===== config.mk =====
export PLATFORM = sky130hd
export DESIGN_NAME = key_debouncer
export DESIGN_NICKNAME = d
export VERILOG_FILES = /design/src/rtl/key_debouncer.sv
export SDC_FILE = /design/constraint.sdc
export NUM_CORES = 1
export LEC_CHECK = 0
export BUFFER_PORTS_ARGS = -buffer_cell sky130_fd_sc_hd__buf_2
export CAP_MARGIN = 20
export CORE_ASPECT_RATIO = 1.5
export CORE_MARGIN = 2
export CORE_UTILIZATION = 56
export DETAILED_ROUTE_END_ITERATION = 8
export GPL_ROUTABILITY_DRIVEN = 0
export PLACE_DENSITY = 0.76
export SKIP_CTS_REPAIR_TIMING = 1
export SYNTH_ARGS = -nofsm -noshare
export SYNTH_HDL_FRONTEND = slang
export SYNTH_SLANG_ARGS = --single-unit

===== constraint.sdc =====
create_clock -name CLOCK_50 -period 1.7 [get_ports CLOCK_50]
set_input_delay 0.425 -clock CLOCK_50 [delete_from_list [all_inputs] [get_ports CLOCK_50]]
set_output_delay 0.425 -clock CLOCK_50 [all_outputs]
set_load 0.01 [all_outputs]

===== src/rtl/key_debouncer.sv =====
// key_debouncer: per-channel 2-flop synchroniser, stability-count debouncer
// and press/release one-shot generator for push-button inputs.
//
// state           | meaning
// ----------------|-------------------------------------------------------
// ST_IDLE         | key accepted as released, waiting for a pressed sample
// ST_PRESS_WAIT   | counting consecutive pressed samples toward acceptance
// ST_PRESSED      | key accepted as pressed, waiting for a released sample
// ST_RELEASE_WAIT | counting consecutive released samples toward acceptance
module key_debouncer #(
  parameter int N               = 4,
  parameter int DEBOUNCE_CYCLES = 1000000,
  parameter bit ACTIVE_LOW      = 1'b1
) (
  input  logic         CLOCK_50,
  input  logic         resetn,
  input  logic [N-1:0] key_in,
  output logic [N-1:0] key_level,
  output logic [N-1:0] press_pulse,
  output logic [N-1:0] release_pulse
);

  localparam int CW = $clog2(DEBOUNCE_CYCLES);
  localparam logic [CW-1:0] CNT_LAST = CW'(DEBOUNCE_CYCLES - 1);

  typedef enum logic [1:0] {
    ST_IDLE         = 2'd0,
    ST_PRESS_WAIT   = 2'd1,
    ST_PRESSED      = 2'd2,
    ST_RELEASE_WAIT = 2'd3
  } state_t;

  logic [N-1:0]  w_p;
  logic [N-1:0]  r_sync1;
  logic [N-1:0]  r_sync2;
  state_t        r_state [N];
  logic [CW-1:0] r_cnt   [N];
  logic [N-1:0]  r_level;
  logic [N-1:0]  r_press;
  logic [N-1:0]  r_release;

  // Normalise polarity so that 1 always means "pressed".
  assign w_p = ACTIVE_LOW ? ~key_in : key_in;

  // Two-flop synchroniser; reset to the unpressed value.
  always_ff @(posedge CLOCK_50 or negedge resetn) begin
    if (!resetn) begin
      r_sync1 <= '0;
      r_sync2 <= '0;
    end else begin
      r_sync1 <= w_p;
      r_sync2 <= r_sync1;
    end
  end

  // Per-channel debounce FSM with registered level and one-cycle pulses.
  always_ff @(posedge CLOCK_50 or negedge resetn) begin
    if (!resetn) begin
      for (int i = 0; i < N; i++) begin
        r_state[i] <= ST_IDLE;
        r_cnt[i]   <= '0;
      end
      r_level   <= '0;
      r_press   <= '0;
      r_release <= '0;
    end else begin
      for (int i = 0; i < N; i++) begin
        r_press[i]   <= 1'b0;
        r_release[i] <= 1'b0;
        case (r_state[i])
          ST_IDLE: begin
            if (r_sync2[i]) begin
              r_state[i] <= ST_PRESS_WAIT;
              r_cnt[i]   <= CW'(1);
            end
          end
          ST_PRESS_WAIT: begin
            if (!r_sync2[i]) begin
              // Bounce: discard the partial count entirely.
              r_state[i] <= ST_IDLE;
              r_cnt[i]   <= '0;
            end else if (r_cnt[i] == CNT_LAST) begin
              r_state[i] <= ST_PRESSED;
              r_cnt[i]   <= '0;
              r_level[i] <= 1'b1;
              r_press[i] <= 1'b1;
            end else begin
              r_cnt[i] <= r_cnt[i] + CW'(1);
            end
          end
          ST_PRESSED: begin
            if (!r_sync2[i]) begin
              r_state[i] <= ST_RELEASE_WAIT;
              r_cnt[i]   <= CW'(1);
            end
          end
          ST_RELEASE_WAIT: begin
            if (r_sync2[i]) begin
              r_state[i] <= ST_PRESSED;
              r_cnt[i]   <= '0;
            end else if (r_cnt[i] == CNT_LAST) begin
              r_state[i]   <= ST_IDLE;
              r_cnt[i]     <= '0;
              r_level[i]   <= 1'b0;
              r_release[i] <= 1'b1;
            end else begin
              r_cnt[i] <= r_cnt[i] + CW'(1);
            end
          end
          default: begin
            r_state[i] <= ST_IDLE;
            r_cnt[i]   <= '0;
          end
        endcase
      end
    end
  end

  assign key_level     = r_level;
  assign press_pulse   = r_press;
  assign release_pulse = r_release;

endmodule


==> results of run 1 <==
==> how the worst max path moves through the flow <==
stage / startpoint / end / depth (start not counted) / slack (ps)
global placement: r_cnt[46]$_DFFE_PN0P_ / r_cnt[58]$_DFFE_PN0P_ / 6 / -180
finish: r_cnt[73]$_DFFE_PN0P_ / r_cnt[68]$_DFFE_PN0P_ / 6 / -360
CTS: r_cnt[48]$_DFFE_PN0P_ / r_cnt[58]$_DFFE_PN0P_ / 6 / -240
global route: r_cnt[73]$_DFFE_PN0P_ / r_cnt[68]$_DFFE_PN0P_ / 6 / -420
detailed placement: r_cnt[46]$_DFFE_PN0P_ / r_cnt[58]$_DFFE_PN0P_ / 6 / -230
floorplan: r_cnt[46]$_DFFE_PN0P_ / r_cnt[55]$_DFFE_PN0P_ / 6 / -160
==> sequential cells by signal, indices dropped and copies added, names as in the netlist, named ones only <==
name           cells
r_cnt             80
key_level          4
press_pulse        4
r_state            4
r_sync1            4
r_sync2            4
release_pulse      4
==> power groups by stage <==
| stage | combinational [mW] | clock, mW | sequential [mW] |
|---|---|---|---|
| 2_1_floorplan | 0.497 | 0 | 2.84 |
| 3_3_place_gp | 0.800 | 0 | 2.84 |
| 3_5_place_dp | 0.826 | 0 | 2.85 |
| 4_1_cts | 0.832 | 2.13 | 2.80 |
| 5_1_grt | 1.27 | 2.21 | 2.85 |
| 6_report | 1.19 | 2.11 | 2.84 |
==> layer usage <==
layer	track usage (%)	routed length [um]	vias to the layer above
li1	-	-	2457
met1	31.07	6551	2728
met2	45.45	9289	241
met3	4.260	844	65
met4	12.61	642	0
met5	0	0	-
==> cell families after synthesis <==
logic type	after synthesis
muxes	11
buffers and inverters	35
DFF	108
AOI/OAI and AO/OA	143
adders and majority gates	4
xor gates and xnor gates	18
and+or+nand+nor	266
==> worst max-delay path: cells and delay by family (launching register included) <==
| family | cells | cell delay [ps] |
|---|---|---|
| flip-flops | 1 | 390 |
| AO/OA/AOI/OAI | 3 | 490 |
| AND/OR/NAND/NOR | 2 | 880 |
| buffers and inverters | 1 | 200 |
==> layout make-up <==
class	count	share of cell area, %
well taps	115	1.843
multi-input cells	442	41.59
flip-flops and latches	108	34.64
inverters	18	0.8655
clock buffers	9	2.885
repair buffers	155	17.31
clock inverters	7	0.8655
==> through the flow <==
stage	instances	total power [mW]	util (%)	hold slack (ps)	setup TNS, ps
5_1_grt	854	6.327	80.57	206.4	-20000
4_1_cts	826	5.760	71.63	-47.66	-8258
2_1_floorplan	585	3.334	-	129.4	-3425
3_5_place_dp	810	3.678	68.61	321.7	-6986
6_report	854	6.144	80.57	204.2	-13590
3_3_place_gp	810	3.640	68.61	321.6	-3972
==> cell usage after synthesis, drive strengths merged, types with 2 or more instances <==
cell	instances	area (um^2)
or4b	3	33.78
ha	4	50.05
and2	11	68.82
or2	8	50.05
a2bb2oi	2	17.52
a41oi	8	70.07
a21o	13	98.85
nor4	16	145.1
inv	18	67.56
and4	7	61.31
nor4b	3	26.28
nor2	43	161.4
a31oi	34	219.0
clkbuf	8	30.03
xnor2	7	61.31
and3	15	93.84
dfrtp	108	2703
xor2	11	96.34
nand4	14	87.58
or4	2	18.77
nor3	20	110.1
nand3	42	215.2
o31ai	3	22.52
or3	3	18.77
o21a	5	37.54
a31o	2	17.52
mux2i	10	100.1
nand2	67	251.5
a211oi	2	15.01
a22o	6	52.55
buf	9	70.06
a32o	2	20.02
a21oi	32	175.2
o31a	2	17.52
o21ai	26	130.1
nand2b	8	50.05
==> impl_results.md, run 1 <==
* Cts bufs inserted at 9
* Register share of total power at 46.2%
* Top FF cell, synth: dfrtp_1
* Hold path cells at 2
* Worst r2r path cells at 6
* Syn_area_per_cell at 9.503 um^2
* Initial antenna violation count at 0
* Netlist cell types at 58
* Crit path setup slack, layout at -364.6 ps
* Worst path max stage delay at 470 ps
* Final Instance Area at 7806 um^2
* Clk Latency, worst-skew pair at 350 ps
* Slowest cell on the critical path: nor4_4
* I/O pin count at 18
* EDFF count, synth at 0
* Worst Tran Pin Value at 434.5 ps
* Wirelength, routed at 17330 um
* Post-Synth XOR/XNOR Area at 2.836%
* Crit end category: register
* Synth Area in Compound Gates at 16.99%
* Critical path class: register to register
* Cell Area, Synth at 5559 um^2
* Clock transition at path regs at 80 ps
* Crit-path cells: or3_4 > nor4_4 > buf_4 > a21o_4 > o21ai_1 > a22o_1
* Dpl cell area at 6648 um^2
* Worst Hold End: r_sync1[0]$_DFF_PN0_
* Switching pwr at 1.768 mW
* Slew Limit Fails at 0
* Die area at 10760 um^2
* CTS tree: yes
* Vias in the first global route at 5127
* Final Hold Fails at 0
* First-pass GRT wire length at 23030 um
* Most common cell after layout, fill and taps aside: buf_4
* Vias per inst at 6.430
* Worst slew margin at 70.82%
* Cell count after synthesis at 585
* Combinational power share at 19.3%
* ANT cells at 0
* Post-layout nets at 744
* Multi-input gate area at 3247 um^2
* GRT Overall Usage at 26.14%
* GRT overflow at 0
* Reg2reg end: r_cnt[68]$_DFFE_PN0P_
* Sequential-to-total area share from yosys stat at 48.62%
* R2r startpoint: r_cnt[73]$_DFFE_PN0P_
* Post-Place Setup Slack at -228.2 ps
* Startpoint Class: register
* Failing checks: negative setup slack
* Fin crit share at 121.4%
* R2R setup slack at -360 ps
* Worst Min Path Start: key_in[0]
* Commonest cells after routing, fill and taps aside: buf_4 (109), dfrtp_1 (107), nand2_1 (58)
* Req. time, crit path at 1950 ps
* Status: finished, violations left
* Yosys warns at 0
* Minimum clock period at 2065 ps
* RSZ-0062 raised after global routing: true
* Post-synthesis simple-gate area fraction at 25.64%
* # port buffers at 17
* #FFs+latches synth at 108
* Power Density at 787.1 nW/um^2
* Max FO, Critical Path at 8
* Initial Utilization at 57.37%
* Final setup viols at 76
* Wire per inst at 20.29 um
* Remaining DRCs at 0
* Sequential Area at 2704 um^2
* Hold Path Class: input pin to register
* Clk_skew at 8.354 ps
* Largest net degree at the start of global routing at 55
* Lkg Pwr at 3.470 nW
* Post-synthesis mux area share at 2.003%
* Worst EP arrival at 2310 ps
* Area grow syn2layout at 40.42%
* Htree depth at 3
* Share of layout cells above drive strength 1 at 39.38%
* VDD IR max at 0.0007101 V
* Async SR Flop Fraction at 100.0%
* Clock Power Share at 34.4%
* DP HPWL at 9387 um
* Largest family of logic cells by synthesized area: simple AND/OR/NAND/NOR gates
* Internal power at 4.376 mW
* Die X at 85.35 um
* Post-synthesis adder-cell area fraction at 0.9003%
* Root buf cell: clkbuf_16
* CORE AREA at 9689 um^2
* Cell Rows at 44
* Antenna-violating nets left at 0
* Router iterations before antenna repair at 5
* Initial DRC Count at 415
* MaxCap Viol Count at 0
* Fmax achieved at 0.4844 GHz
* Filler Cell Count at 561
* # clock sinks at 108
* Clock buffer depth at 2
* Switching fraction of total power at 28.78%
* Chip height at 126.0 um
* Mapped Nets at 595
* Via count of the routed design at 5491
Power figures use the tool's default switching activity.
==> run 2, diff against run 1 <==
- CELL_PAD_IN_SITES_DETAIL_PLACEMENT: not set -> 1
- CELL_PAD_IN_SITES_GLOBAL_PLACEMENT: not set -> 1
- CORE_UTILIZATION: 56 -> 44
- PLACE_DENSITY: 0.76 -> not set
- PLACE_DENSITY_LB_ADDON: not set -> 0.1
==> run 2 against run 1 <==
  * The flow finishes with violations (negative hold slack, negative setup slack)
  * Die area up 26%
  * Clock-buffer cell count up 1
  * Combinational power hardly changed
  * First-iteration DRC count is 56% lower
  * Non-clock buffer count grew 11
  * Worst hold slack worse by 200 ps
  * Total power increased by 0.94%
  * Via count up 0.35%
  * Critical endpoint is now key_level[1]$_DFFE_PN0P_
==> impl_results.md, run 2 (synthesized netlist as in run 1, its figures left out) <==
* Clock buffer depth at 2
* Req. time, crit path at 1960 ps
* Max layer used: met4
* Router iterations before antenna repair at 4
* Max FO, Critical Path at 5
* CORE AREA at 12390 um^2
* Initial DRC Count at 182
* Hold Path Class: input pin to async pin
* Die X at 95.78 um
* First-pass GRT wire length at 26240 um
* Final Hold Fails at 3
* Share of layout cells above drive strength 1 at 40.99%
* Antenna-violating nets left at 0
* Crit path setup slack, layout at -386.1 ps
* Initial Utilization at 44.88%
* Initial antenna violation count at 0
* R2r startpoint: r_cnt[48]$_DFFE_PN0P_
* Startpoint Class: register
* Remaining DRCs at 0
* # clock sinks at 108
* Via count of the routed design at 5510
* Filler Cell Count at 1356
* CTS tree: yes
* Slew Limit Fails at 0
* RSZ-0062 raised after global routing: true
* Final setup viols at 74
* Top reg by flops: r_cnt
* Wirelength, routed at 19680 um
* VDD IR max at 0.0005528 V
* Total power at 6.202 mW
* Status: finished, violations left
* Fin util at 64.55%
* Chip height at 141.7 um
* Worst Path Buf+Inv at 2
* GRT Overall Usage at 24.21%
* Die area at 13570 um^2
* GRT overflow at 0
* Critical path's top delay family: simple AND/OR/NAND/NOR gates
* Area grow syn2layout at 43.82%
* ANT cells at 0
* Most common cell after layout, fill and taps aside: buf_4
* I/O pin count at 18
* Critical path class: register to register
* MaxCap Viol Count at 0
* Clk_skew at 8.137 ps
* Sequential Area at 2704 um^2
* DP HPWL at 11530 um
* Crit end category: register
* Vias per inst at 6.088
* Max FFs per register at 80
* Worst slew margin at 40.69%
* Met3 wire len at 473 um
* Wire per inst at 21.74 um
* Clock transition at path regs at 70 ps
* Vias in the first global route at 5558
* Slowest cell on the critical path: or4b_4
* Largest net degree at the start of global routing at 40
* Crit. Startpoint: r_cnt[48]$_DFFE_PN0P_
* Root buf cell: clkbuf_16
* M1 wire length at 7510 um
* Worst EP arrival at 2350 ps
* Multi-input gate area at 3331 um^2
* Failing checks: negative hold slack, negative setup slack
* Power Density at 775.7 nW/um^2
* Most used cell, CP: buf_6
* Crit-path cells: buf_6 > or4b_4 > nor4_4 > nand4_1 > buf_6 > nor2_1 > a2bb2oi_1
* Fin crit share at 122.7%
* Minimum clock period at 2086 ps
* Post-layout nets at 756
* Worst Hold Margin at -0.7991 ps
* Met2 WL post-DR at 10920 um
* Worst Tran Pin Value at 886.4 ps
* # port buffers at 17
* Htree depth at 3
* Clk Latency, worst-skew pair at 350 ps
* Fmax achieved at 0.4794 GHz
* Commonest cells after routing, fill and taps aside: buf_4 (119), dfrtp_1 (107), nand2_1 (60)
* Lkg Pwr at 3.553 nW
* Cell Rows at 50
* Cts bufs inserted at 9
* Worst path max stage delay at 530 ps
==> run 2: cell type report <==
cell class              count  share of cell area (%)
clock buffers              10                   2.989
clock inverters             4                  0.6416
inverters                  18                  0.8451
multi-input cells         443                   41.66
flip-flops and latches    108                   33.82
well taps                 156                   2.441
repair buffers            166                   17.61
==> run 2: routing by layer <==
layer	up-vias	track usage (%)
met5	-	0
li1	2483	-
met2	113	45.56
met4	0	8.722
met1	2851	27.67
met3	63	2.284
==> run 2: where the power goes <==
| part | total, mW | leakage (nW) | internal, mW | switching, mW |
|---|---|---|---|---|
| logic | 1.22 | 1.95 | 0.559 | 0.664 |
| clock network | 2.13 | 0.140 | 1.17 | 0.964 |
| registers | 2.85 | 1.46 | 2.68 | 0.167 |
| total | 6.20 | 3.55 | 4.41 | 1.79 |
==> run 2: worst paths after layout <==
| check | end | slack, ps | cells past startpoint |
|---|---|---|---|
| setup / recovery | key_level[1]$_DFFE_PN0P_ | -390 | 7 |
| setup reg to reg | key_level[1]$_DFFE_PN0P_ | -390 | 7 |
| min in group CLOCK_50 | r_sync1[3]$_DFF_PN0_ | 220 | 2 |
| max in group asynchronous | r_cnt[49]$_DFFE_PN0P_ | 1120 | 2 |
| hold reg to reg | r_sync2[2]$_DFF_PN0_ | 350 | 0 |
| hold / removal | r_cnt[43]$_DFFE_PN0P_ | -0.8 | 1 |
==> run 2: stage by stage <==
step	setup WS [ps]	std cells	cell area, um^2	TNS, ps	hold slack (ps)
2_1_floorplan	-161.0	585	5634	-3425	129.4
3_3_place_gp	-190.1	859	6759	-4706	332.6
3_5_place_dp	-293.3	859	6759	-9408	346.9
4_1_cts	-320.4	873	7049	-10450	-1.966
5_1_grt	-436.1	905	7995	-18170	14.57
6_report	-386.1	905	7995	-13950	-0.7991
